### config.mk
export PLATFORM = sky130hd
export DESIGN_NAME = dmem_responder
export DESIGN_NICKNAME = d
export VERILOG_FILES = /design/src/rtl/dmem_responder.sv
export SDC_FILE = /design/constraint.sdc
export NUM_CORES = 1
export LEC_CHECK = 0
export ABC_CLOCK_PERIOD_IN_PS = 5600
export CELL_PAD_IN_SITES_DETAIL_PLACEMENT = 2
export CELL_PAD_IN_SITES_GLOBAL_PLACEMENT = 2
export CORE_MARGIN = 2
export CORE_UTILIZATION = 40
export CTS_CLUSTER_SIZE = 14
export DETAILED_ROUTE_END_ITERATION = 6
export HOLD_SLACK_MARGIN = 0.06
export MAX_ROUTING_LAYER = met4
export PLACE_DENSITY = 0.75
export SYNTH_ARGS = -nofsm -noshare
export SYNTH_HDL_FRONTEND = slang
export SYNTH_SLANG_ARGS = --single-unit
### constraint.sdc
create_clock -name clk -period 5.6 [get_ports clk]
set_input_delay 0.56 -clock clk [delete_from_list [all_inputs] [get_ports clk]]
set_output_delay 0.56 -clock clk [all_outputs]
set_load 0.03 [all_outputs]
### src/rtl/dmem_responder.sv
// ---------------------------------------------------------------------------
// dmem_responder
//
// Responder end of the core's load/store data-memory interface. One
// word-addressed read or write is accepted at a time on a valid/ready request
// channel. After WAIT_CYCLES wait states the access is performed on a local
// word array. The read data and an out-of-range error flag are then returned
// on a valid/ready response channel.
//
// Parameters
//   DEPTH        number of 32-bit words in the array (must equal 2**AW)
//   AW           word index width
//   WAIT_CYCLES  wait states between accept and access, 0..15
//
// Ports
//   clk        in   rising-edge clock
//   RN         in   asynchronous active-low reset
//   req_valid  in   request present
//   req_ready  out  responder can accept a request (registered)
//   req_we     in   1 = write, 0 = read
//   req_addr   in   word address (not a byte address)
//   req_wdata  in   write data
//   req_wstrb  in   byte enables, bit i enables byte [8i+7:8i]
//   rsp_valid  out  response present
//   rsp_ready  in   requester can take the response
//   rsp_rdata  out  read data, 0 for writes and for errors
//   rsp_err    out  address out of range
//   busy       out  a transaction is in flight
// ---------------------------------------------------------------------------
module dmem_responder #(
    parameter int DEPTH       = 32,
    parameter int AW          = 5,
    parameter int WAIT_CYCLES = 2
) (
    input  logic        clk,
    input  logic        RN,
    input  logic        req_valid,
    output logic        req_ready,
    input  logic        req_we,
    input  logic [31:0] req_addr,
    input  logic [31:0] req_wdata,
    input  logic [3:0]  req_wstrb,
    output logic        rsp_valid,
    input  logic        rsp_ready,
    output logic [31:0] rsp_rdata,
    output logic        rsp_err,
    output logic        busy
);

    typedef enum logic [1:0] {
        ST_IDLE = 2'd0,
        ST_WAIT = 2'd1,
        ST_RESP = 2'd2
    } state_e;

    localparam logic [3:0] WAIT_LOAD = 4'(WAIT_CYCLES);

    // Any set bit above the index width means the word lies beyond the
    // array. Such addresses are flagged and never folded back onto it.
    function automatic logic addr_out_of_range(input logic [31:0] addr);
        return |addr[31:AW];
    endfunction

    // Replaces only the byte lanes whose strobe bit is set.
    function automatic logic [31:0] merge_bytes(
        input logic [31:0] old_word,
        input logic [31:0] new_word,
        input logic [3:0]  strb
    );
        logic [31:0] res;
        res = old_word;
        for (int i = 0; i < 4; i++) begin
            if (strb[i]) begin
                res[8*i +: 8] = new_word[8*i +: 8];
            end else begin
                res[8*i +: 8] = old_word[8*i +: 8];
            end
        end
        return res;
    endfunction

    // Transaction state and wait-state counter
    state_e          state_q,   state_d;
    logic [3:0]      cnt_q,     cnt_d;

    // Request captured on the accept edge. Only the range verdict and the
    // in-range index are kept because nothing else of the address is used.
    logic            we_q,      we_d;
    logic            oor_q,     oor_d;
    logic [AW-1:0]   idx_q,     idx_d;
    logic [31:0]     wdata_q,   wdata_d;
    logic [3:0]      wstrb_q,   wstrb_d;

    // Registered outputs
    logic            req_ready_q, req_ready_d;
    logic            rsp_valid_q, rsp_valid_d;
    logic [31:0]     rsp_rdata_q, rsp_rdata_d;
    logic            rsp_err_q,   rsp_err_d;
    logic            busy_q,      busy_d;

    // Word array. It has no reset and powers up undefined.
    logic [31:0]     mem_q [DEPTH];

    logic            accept_s;
    logic            access_s;
    logic            mem_we_s;
    logic [31:0]     mem_rd_s;

    // req_ready_q is only ever high in IDLE, so it alone qualifies the accept.
    assign accept_s = req_valid & req_ready_q;
    assign access_s = (state_q == ST_WAIT) && (cnt_q == 4'd0);
    assign mem_we_s = access_s & we_q & ~oor_q;
    assign mem_rd_s = mem_q[idx_q];

    // Next-state, request capture and response data computation
    always_comb begin
        state_d     = state_q;
        cnt_d       = cnt_q;
        we_d        = we_q;
        oor_d       = oor_q;
        idx_d       = idx_q;
        wdata_d     = wdata_q;
        wstrb_d     = wstrb_q;
        rsp_rdata_d = rsp_rdata_q;
        rsp_err_d   = rsp_err_q;

        case (state_q)
            ST_IDLE: begin
                if (accept_s) begin
                    we_d    = req_we;
                    oor_d   = addr_out_of_range(req_addr);
                    idx_d   = req_addr[AW-1:0];
                    wdata_d = req_wdata;
                    wstrb_d = req_wstrb;
                    cnt_d   = WAIT_LOAD;
                    state_d = ST_WAIT;
                end else begin
                    state_d = ST_IDLE;
                end
            end
            ST_WAIT: begin
                if (cnt_q != 4'd0) begin
                    cnt_d   = cnt_q - 4'd1;
                    state_d = ST_WAIT;
                end else begin
                    // Access edge: the response is captured here and then
                    // held untouched for as long as RESP is backpressured.
                    rsp_err_d = oor_q;
                    if (oor_q || we_q) begin
                        rsp_rdata_d = 32'd0;
                    end else begin
                        rsp_rdata_d = mem_rd_s;
                    end
                    state_d = ST_RESP;
                end
            end
            ST_RESP: begin
                if (rsp_ready) begin
                    state_d = ST_IDLE;
                end else begin
                    state_d = ST_RESP;
                end
            end
            default: begin
                state_d = ST_IDLE;
                cnt_d   = 4'd0;
            end
        endcase

        // Outputs are derived from the next state so that they are
        // registered and still line up with the state they describe.
        req_ready_d = (state_d == ST_IDLE);
        rsp_valid_d = (state_d == ST_RESP);
        busy_d      = (state_d != ST_IDLE);
    end

    // State, captured request and registered outputs
    always_ff @(posedge clk or negedge RN) begin
        if (!RN) begin
            state_q     <= ST_IDLE;
            cnt_q       <= 4'd0;
            we_q        <= 1'b0;
            oor_q       <= 1'b0;
            idx_q       <= '0;
            wdata_q     <= 32'd0;
            wstrb_q     <= 4'd0;
            req_ready_q <= 1'b0;
            rsp_valid_q <= 1'b0;
            rsp_rdata_q <= 32'd0;
            rsp_err_q   <= 1'b0;
            busy_q      <= 1'b0;
        end else begin
            state_q     <= state_d;
            cnt_q       <= cnt_d;
            we_q        <= we_d;
            oor_q       <= oor_d;
            idx_q       <= idx_d;
            wdata_q     <= wdata_d;
            wstrb_q     <= wstrb_d;
            req_ready_q <= req_ready_d;
            rsp_valid_q <= rsp_valid_d;
            rsp_rdata_q <= rsp_rdata_d;
            rsp_err_q   <= rsp_err_d;
            busy_q      <= busy_d;
        end
    end

    // Array write on the access edge. While RN is low the state is held in
    // IDLE, so an abandoned write can never reach the array.
    always_ff @(posedge clk) begin
        if (mem_we_s) begin
            mem_q[idx_q] <= merge_bytes(mem_q[idx_q], wdata_q, wstrb_q);
        end
    end

    assign req_ready = req_ready_q;
    assign rsp_valid = rsp_valid_q;
    assign rsp_rdata = rsp_rdata_q;
    assign rsp_err   = rsp_err_q;
    assign busy      = busy_q;

endmodule
# Yosys cells after proc, flatten, opt, wreduce, memory -nomap -nowiden
# Memory sizes are Yosys's and may differ from the RTL's.
# Index checks and enable logic that the tools add are counted.
[word_totals]
reg_bits = 85
ram_bits = 1024
input_bits = 73
output_inout_bits = 36
elab_cells = 54
memories = 1
[memory_table]
columns = ["memory", "words", "width", "rd", "rd_clocked_by_memory_dff", "wr", "line_no", "source"]
rows = [
  ["mem_q", 32, 32, 1, 0, 1, "102", "logic [31:0] mem_q [DEPTH];"],
]
[classes]
n_addsub = 1
eq_ne = 5
muxes = 18
bitwise_logic = 6
n_reduce_logical = 11
[ops]
columns = ["operator", "n"]
rows = [
  ["2-to-1 mux 8 bit", 8],
  ["2-to-1 mux 32 bit", 1],
  ["OR reduction 27 bit", 1],
  ["one-hot mux 4 bit (3 select lines)", 1],
  ["2-to-1 mux 4 bit", 2],
  ["one-hot mux 2 bit (3 select lines)", 1],
  ["equality test 2 bit, second input constant", 2],
  ["logical NOT 2 bit", 2],
  ["logical NOT 4 bit", 1],
  ["2-to-1 mux 2 bit", 2],
  ["AND reduction 2 bit", 2],
  ["nonzero test 4 bit", 1],
  ["subtractor 4 x 1 -> 4 bit, second input constant", 1],
  ["AND 1 bit", 3],
  ["2-to-1 mux 1 bit", 3],
  ["NOT 1 bit", 3],
  ["AND reduction 3 bit", 1],
  ["equality test 2 x 1 -> 1 bit, second input constant", 1],
  ["!= test 2 x 1 -> 1 bit, second input constant", 1],
  ["!= test 2 bit, second input constant", 1],
  ["nonzero test 2 bit", 1],
  ["logical AND 1 bit", 1],
  ["logical OR 1 bit", 1],
]

# Depth between registers and ports, before layout
# Gate-level depths: netlist of the first run.
[logic_depth]
depth_word = 6
mapped_depth = 9
ltp_nobuf = 7

# Least setup slack after synthesis of the first run
# Ideal clock, no wire load.
[synth_path]
kind = "reg-to-reg"
from = "register cnt_q[0]"
to = "memory mem_q[25][0] (enable)"
setup_ps = 461
arrival_ps = 3715
setup_slack_ps = 1423
path_stages_with_launch = 8
n_path_buf = 0
path_cell_list = "dfrtp_1 -> inv_1 -> ha_1 -> nand2b_1 -> or3_1 -> nor3b_2 -> nand3b_1 -> nor3_1"
[synth_between]
elab_chain_len = 6
[synth_rtl]
columns = ["item", "line_no", "source"]
rows = [
  ["start: declaration", "84", "logic [3:0] cnt_q, cnt_d;"],
  ["start signal: assignment", "194", "cnt_q <= cnt_d;"],
  ["logical NOT 4 bit", "111", "assign access_s = (state_q == ST_WAIT) && (cnt_q == 4'd0);"],
  ["logical AND 1 bit", "111", ""],
  ["AND 1 bit (2 in series)", "112", "assign mem_we_s = access_s & we_q & ~oor_q;"],
  ["2-to-1 mux 1 bit", "211", "if (mem_we_s) begin"],
  ["2-to-1 mux 1 bit (not written as such)", "212", "mem_q[idx_q] <= merge_bytes(mem_q[idx_q], wdata_q, wstrb_q);"],
  ["end: declaration", "102", ""],
]
# No other way between the ends.

==> results.toml, run 1 <==
[outcome]
status = "finished, final reports clean"

[die]
die_area_sq_mm = 0.1089
ioPinCount = 109
initial_core_util = 0.4036
num_rows = 119
design.core.area_sq_mm = 0.1053
die_h_um = 329.9
die_x_um = 329.9

[min_path]
hold_depth = 2
hold_start = "req_wstrb[1]"
holdPathEnd = "wstrb_q[1]"
hold_path_class = "input pin to register"

[clock_tree]
cts_sinks = 1109
path_clk_slew_ps = 70
cts_resized = 0
clock-root-buffer = "clkbuf_16"
cts_inserted_buffers = 113
cts_tree = "done"
cts_htree_levels = 3
post_cts_buffers = 0
clock_path_buffers = 3
clk-insertion-delay-late_ps = 720
hold_buffers = 1

[global_routing]
grt_util_all_layers = 0.2656
grt_max_degree = 80
antenna_found_initial = 4
grt_pass1_vias = 25880
grt_first_pass_wirelength_um = 197600
gr-total-overflow = 0

[sta]
layout_min_cycle_time_ps = 4492
finalSetupTns_ps = 0
worst_pin_slew_ps = 1440
drv_slew = 0
maxSlewHeadroom = 0.03785
worst_hold_slack_ps = 467.2
finalCritPeriodShare = 0.8021
rsz0062_at_grt = "false"
hold_viol_final = 0
finClkSkew_ps = 40.12
finalSetupViolCount = 0
fmax_ghz = 0.2226

[detailed_routing]
postRouteAntennaNets = 0
routed_wl_um = 140400
drt-wirelength-per-cell_um = 35.30
drt_pre_antenna_iters = 5
drt_iter0_drc = 2237
viasPerCell = 5.995
num_vias = 23850
drc = 0

[critical_path]
critPathTopFamily = "simple AND/OR/NAND/NOR gates"
reg2reg_depth = 7
cp_slowest_cell = "dfrtp_1"
critPathCaptureType = "register"
path_max_fanout = 32
reg2reg_to = "mem_q[8][5]"
crit_buf_inv = 2
slowest_delay_ps = 1060
reg2reg_from = "idx_q[2]"
worst-path-stages = 7
path_cells = "nand4bb_2 -> buf_4 -> buf_4 -> o22ai_1 -> nor4_1 -> nand2_1 -> mux2_2"
crit_type = "register to register"
ff2ff_setup_slack_ps = 1110
critPathRequiredTime_ps = 5930
arrival_ps = 4820
start_kind = "register"
critical_path.most_common_cell = "buf_4"

[placed_design]
hpwl_um = 83370
dp.cells = 3761
portBuffers = 108
gp_congestion = 0.8363

[yosys]
synth_area_per_cell_sq_um = 18.26
ys_warn_count = 0
syn_area_sq_mm = 0.04249
ys_seq_area_frac = 0.7737
synth.distinct_cells = 35
synth_seq_cells = 1109
netlist_instances = 2327
mappedNetlistNets = 2401

[layout]
drive_gt1_frac = 0.1482
fin_nets = 2560
utilization = 0.4710
syn2layout_area_growth_pct = 16.69
nFillCells = 9478
final_cells = 3978

[power]
ir_drop_uv = 477.2
totalPowerFinal_mw = 30.29
cellPowerDensity_mw_per_mm2 = 610.9
p_leak_nw = 17.17

[flow_run]
drv_cap = 0
[metrics by stage]
step           worst slack, ps  instance area [sq um]
5_1_grt                   1051                  49580
4_1_cts                   1222                  49580
6_report                  1108                  49580
3_5_place_dp              1233                  45620
3_3_place_gp              1485                  45620
2_1_floorplan             1424                  42490
[routing by layer]
| metal | wire, um | vias up | GRT usage |
|---|---|---|---|
| met5 | 0 | - | - |
| met4 | 5566 | 0 | 0.1000 |
| li1 | - | 9747 | - |
| met3 | 8359 | 267 | 0.04072 |
| met2 | 70260 | 1005 | 0.4367 |
| met1 | 56230 | 12830 | 0.3329 |
[registers in the layout, indices dropped and copies added, names as in the netlist]
signal / cells
mem_q: 1024
rsp_rdata: 32
wdata_q: 32
idx_q: 5
cnt_q: 4
wstrb_q: 4
state_q: 2
busy: 1
oor_q: 1
req_ready: 1
rsp_err: 1
rsp_valid: 1
we_q: 1
[how the worst max path moves through the flow]
| stage | from | to | slack (ps) |
|---|---|---|---|
| 2_1_floorplan | cnt_q[0] | mem_q[25][0] | 1420 |
| 3_3_place_gp | idx_q[1] | mem_q[16][4] | 1490 |
| 3_5_place_dp | idx_q[2] | mem_q[5][9] | 1230 |
| 4_1_cts | idx_q[2] | mem_q[30][9] | 1220 |
| 5_1_grt | idx_q[2] | mem_q[8][5] | 1050 |
| 6_report | idx_q[2] | mem_q[8][5] | 1110 |
[cell usage after synthesis]
| library cell | instances | area share |
|---|---|---|
| a211oi_1 | 1 | 0.00018 |
| a21o_1 | 1 | 0.00018 |
| a21oi_1 | 1 | 0.00012 |
| a22o_1 | 32 | 0.0066 |
| buf_1 | 6 | 0.00053 |
| buf_2 | 74 | 0.0087 |
| buf_4 | 1 | 0.00018 |
| clkbuf_1 | 59 | 0.0052 |
| clkbuf_2 | 1 | 0.00012 |
| dfrtp_1 | 85 | 0.050 |
| edfxtp_1 | 1024 | 0.72 |
| ha_1 | 1 | 0.00029 |
| inv_1 | 3 | 0.00026 |
| mux2_2 | 75 | 0.020 |
| mux2i_1 | 512 | 0.12 |
| nand2_1 | 40 | 0.0035 |
| nand2b_1 | 3 | 0.00044 |
| nand3_1 | 3 | 0.00035 |
| nand3b_1 | 4 | 0.00071 |
| nand4_1 | 2 | 0.00029 |
| nand4b_1 | 4 | 0.00082 |
| nand4bb_1 | 6 | 0.0016 |
| nor2_1 | 37 | 0.0033 |
| nor3_1 | 6 | 0.00071 |
| nor3_2 | 2 | 0.00047 |
| nor3b_2 | 1 | 0.00029 |
| nor4_1 | 70 | 0.010 |
| o21ai_0 | 6 | 0.00071 |
| o21bai_1 | 1 | 0.00018 |
| o22ai_1 | 256 | 0.038 |
| or3_1 | 2 | 0.00029 |
| or3b_1 | 1 | 0.00021 |
| or3b_2 | 2 | 0.00041 |
| or4_1 | 1 | 0.00018 |
| or4b_1 | 4 | 0.00094 |
[where the power goes]
part	switching (mW)	leakage [nW]	internal (mW)
Combinational	7.00	4.91	2.38
Sequential	0.474	10.3	12.3
Clock	3.42	1.95	4.71
Total	10.9	17.2	19.4
[cell type report]
class	count	area, sq um	share of cell area
diodes	2	5.005	0.0001009
clock buffers	155	3244	0.06543
clock inverters	59	705.7	0.01423
inverters	3	11.26	0.0002271
multi-input cells	1074	9250	0.1866
flip-flops and latches	1109	32880	0.6631
well taps	1391	1740	0.03510
repair buffers	185	1747	0.03523
[placed cells by master (no fill, tap or decap), types with 3 or more instances in the layout]
cell type and count:
nand2_1 40, or4b_2 3, clkbuf_1 24, clkdlybuf4s50_1 107
nand3_1 3, nor2_4 28, clkinv_2 28, nand4bb_2 6
o21ai_0 6, inv_1 3, nand2b_1 3, dfrtp_1 84
a22o_1 32, buf_4 70, edfxtp_1 1024, clkbuf_16 120
mux2i_1 512, clkinv_8 3, clkinvlp_4 4, nand4b_1 4
nand3b_1 4, nor4_1 70, o22ai_1 256, buf_12 7
clkbuf_8 11, mux2_2 75, nor3_2 4, nor2_1 9
clkinv_1 7, bufinv_16 14
[logic make-up after synthesis]
group,count (synthesis),synth area share
buffers and inverters,144,0.01502
flip-flops,1109,0.7737
adder cells (fa/ha/maj),1,0.0002944
AO/OA/AOI/OAI,298,0.04564
AND/OR/NAND/NOR,188,0.02482
multiplexers,587,0.1405
Note: power is estimated with default switching activity, not from simulation.
==> inputs of run 2 (changes only) <==
- ABC_CLOCK_PERIOD_IN_PS: 5600 -> 4000
- PLACE_DENSITY: 0.75 -> 0.78
- clock period: 5.6 -> 4 ns (I/O delays scaled with it)
==> run 2 against run 1 <==
Final cell count increased by 1.4%. Sequential share of layout area decreased by 0.60 points. Die area unchanged. Fmax increased by 18%. Global-route usage increased by 2.8 points.
==> results.toml, run 2 (synthesis gave the netlist of run 1 again) <==
[sta]
maxSlewHeadroom = 0.2541
worst_pin_slew_ps = 1119
finalSetupTns_ps = 0
drv_slew = 0
finClkSkew_ps = 46.34
hold_viol_final = 0
finalSetupViolCount = 0
fmax_ghz = 0.2627
finalCritPeriodShare = 0.9518
layout_min_cycle_time_ps = 3807
worst_hold_slack_ps = 323.7
rsz0062_at_grt = "false"

[outcome]
status = "finished, final reports clean"

[critical_path]
arrival_ps = 4140
path_max_fanout = 32
reg2reg_from = "idx_q[4]"
crit_type = "register to register"
critPathRequiredTime_ps = 4330
critPathCaptureType = "register"
slowest_delay_ps = 960
ff2ff_setup_slack_ps = 190
reg2reg_to = "mem_q[2][18]"
start_kind = "register"
reg2reg_depth = 5
path_cells = "nand4bb_2 -> o22ai_1 -> nor4_1 -> nand2_1 -> mux2_2"
setup.worst_path.start = "idx_q[4]"
crit_end = "mem_q[2][18]"
cp_slowest_cell = "dfrtp_1"

[clock_tree]
cts_inserted_buffers = 110
clock_path_buffers = 3
path_clk_slew_ps = 60
clk-insertion-delay-late_ps = 710
post_cts_buffers = 0
clock-root-buffer = "clkbuf_16"
cts_sinks = 1109
cts_tree = "done"
cts_htree_levels = 3

[placed_design]
dp.cells = 3823
placedInstanceArea_sq_mm = 0.04632
portBuffers = 108
gp_congestion = 0.8242
hpwl_um = 89660

[global_routing]
antenna_found_initial = 3
grt_first_pass_wirelength_um = 214600
grt_max_degree = 100
gr-total-overflow = 0
grt_util_all_layers = 0.2934
grt_pass1_vias = 27050

[detailed_routing]
drt-wirelength-per-cell_um = 38.55
drt_pre_antenna_iters = 5
num_vias = 25090
postRouteAntennaNets = 0
drc = 0
viasPerCell = 6.223
routed_wl_um = 155400
drt_iter0_drc = 2554

[power]
cellPowerDensity_mw_per_mm2 = 818.8
p_leak_nw = 17.43
ir_drop_uv = 624.9

[die]
die_area_sq_mm = 0.1089
initial_core_util = 0.4036
die_x_um = 329.9
design.core.area_sq_mm = 0.1053
ioPinCount = 109
num_rows = 119
die_h_um = 329.9

[layout]
nFillCells = 9494
final_common_cell = "edfxtp_1"
regMostFlops = "mem_q"
fin_nets = 2619
final_cells = 4032
mostFrequentLayoutCells = "edfxtp_1, mux2i_1, o22ai_1"
largest_reg_flops = 1024
drive_gt1_frac = 0.1599
fin_area_sq_mm = 0.05004
utilization = 0.4753
syn2layout_area_growth_pct = 17.76

[min_path]
hold_path_class = "input pin to register"

[flow_run]
drv_cap = 0
[run 2: critical path, delay by kind of cell (launching register included)]
family           cells  cell delay, ps
AND/OR/NAND/NOR      3            1660
flip-flops           1             960
multiplexers         1             550
AO/OA/AOI/OAI        1             270
[run 2: area by class of cell]
class / instances / area (sq um) / area share
flip-flops and latches: 1109 / 32880 / 0.6571
multi-input cells: 1074 / 9269 / 0.1852
clock buffers: 149 / 3113 / 0.06221
repair buffers: 247 / 2425 / 0.04846
well taps: 1391 / 1740 / 0.03478
clock inverters: 57 / 591.8 / 0.01183
inverters: 3 / 11.26 / 0.0002251
diodes: 2 / 5.005 / 0.0001000
[run 2: worst min path at each step]
stage,slack [ps],endpoint,cells past startpoint,start
after floorplan,100,busy,0,RN
after global placement,490,wdata_q[1],1,wdata_q[1]
after detailed placement,500,rsp_rdata[9],1,rsp_rdata[9]
after CTS,280,wdata_q[8],2,req_wdata[8]
after global routing,310,wstrb_q[0],2,req_wstrb[0]
final,320,wdata_q[8],2,req_wdata[8]
[run 2: stage by stage]
stage | worst slack, ps | power [mW]
2_1_floorplan | 452.5 | 24.84
3_3_place_gp | 504.5 | 28.73
3_5_place_dp | 196.0 | 30.04
4_1_cts | 150.2 | 40.98
5_1_grt | 115.3 | 42.13
6_report | 192.7 | 40.97
[run 2: where the power goes]
part	switching (mW)	leakage, nW	internal [mW]
clock network	4.68	1.81	6.21
registers	0.625	10.3	17.2
logic	8.68	5.31	3.60
[run 2: what timing repair did]
action                                 CTS  global route
resized for setup                        0             1
setup endpoints to repair                0            64
endpoints found under the hold margin   58             0
hold buffers                             1             0
[run 2: routing by layer]
layer | vias up | part of all wire | track usage
li1 | 9877 | - | -
met2 | 1253 | 0.50 | 0.4926
met5 | - | 0 | -
met3 | 363 | 0.069 | 0.04714
met1 | 13600 | 0.39 | 0.3587
met4 | 0 | 0.041 | 0.1070
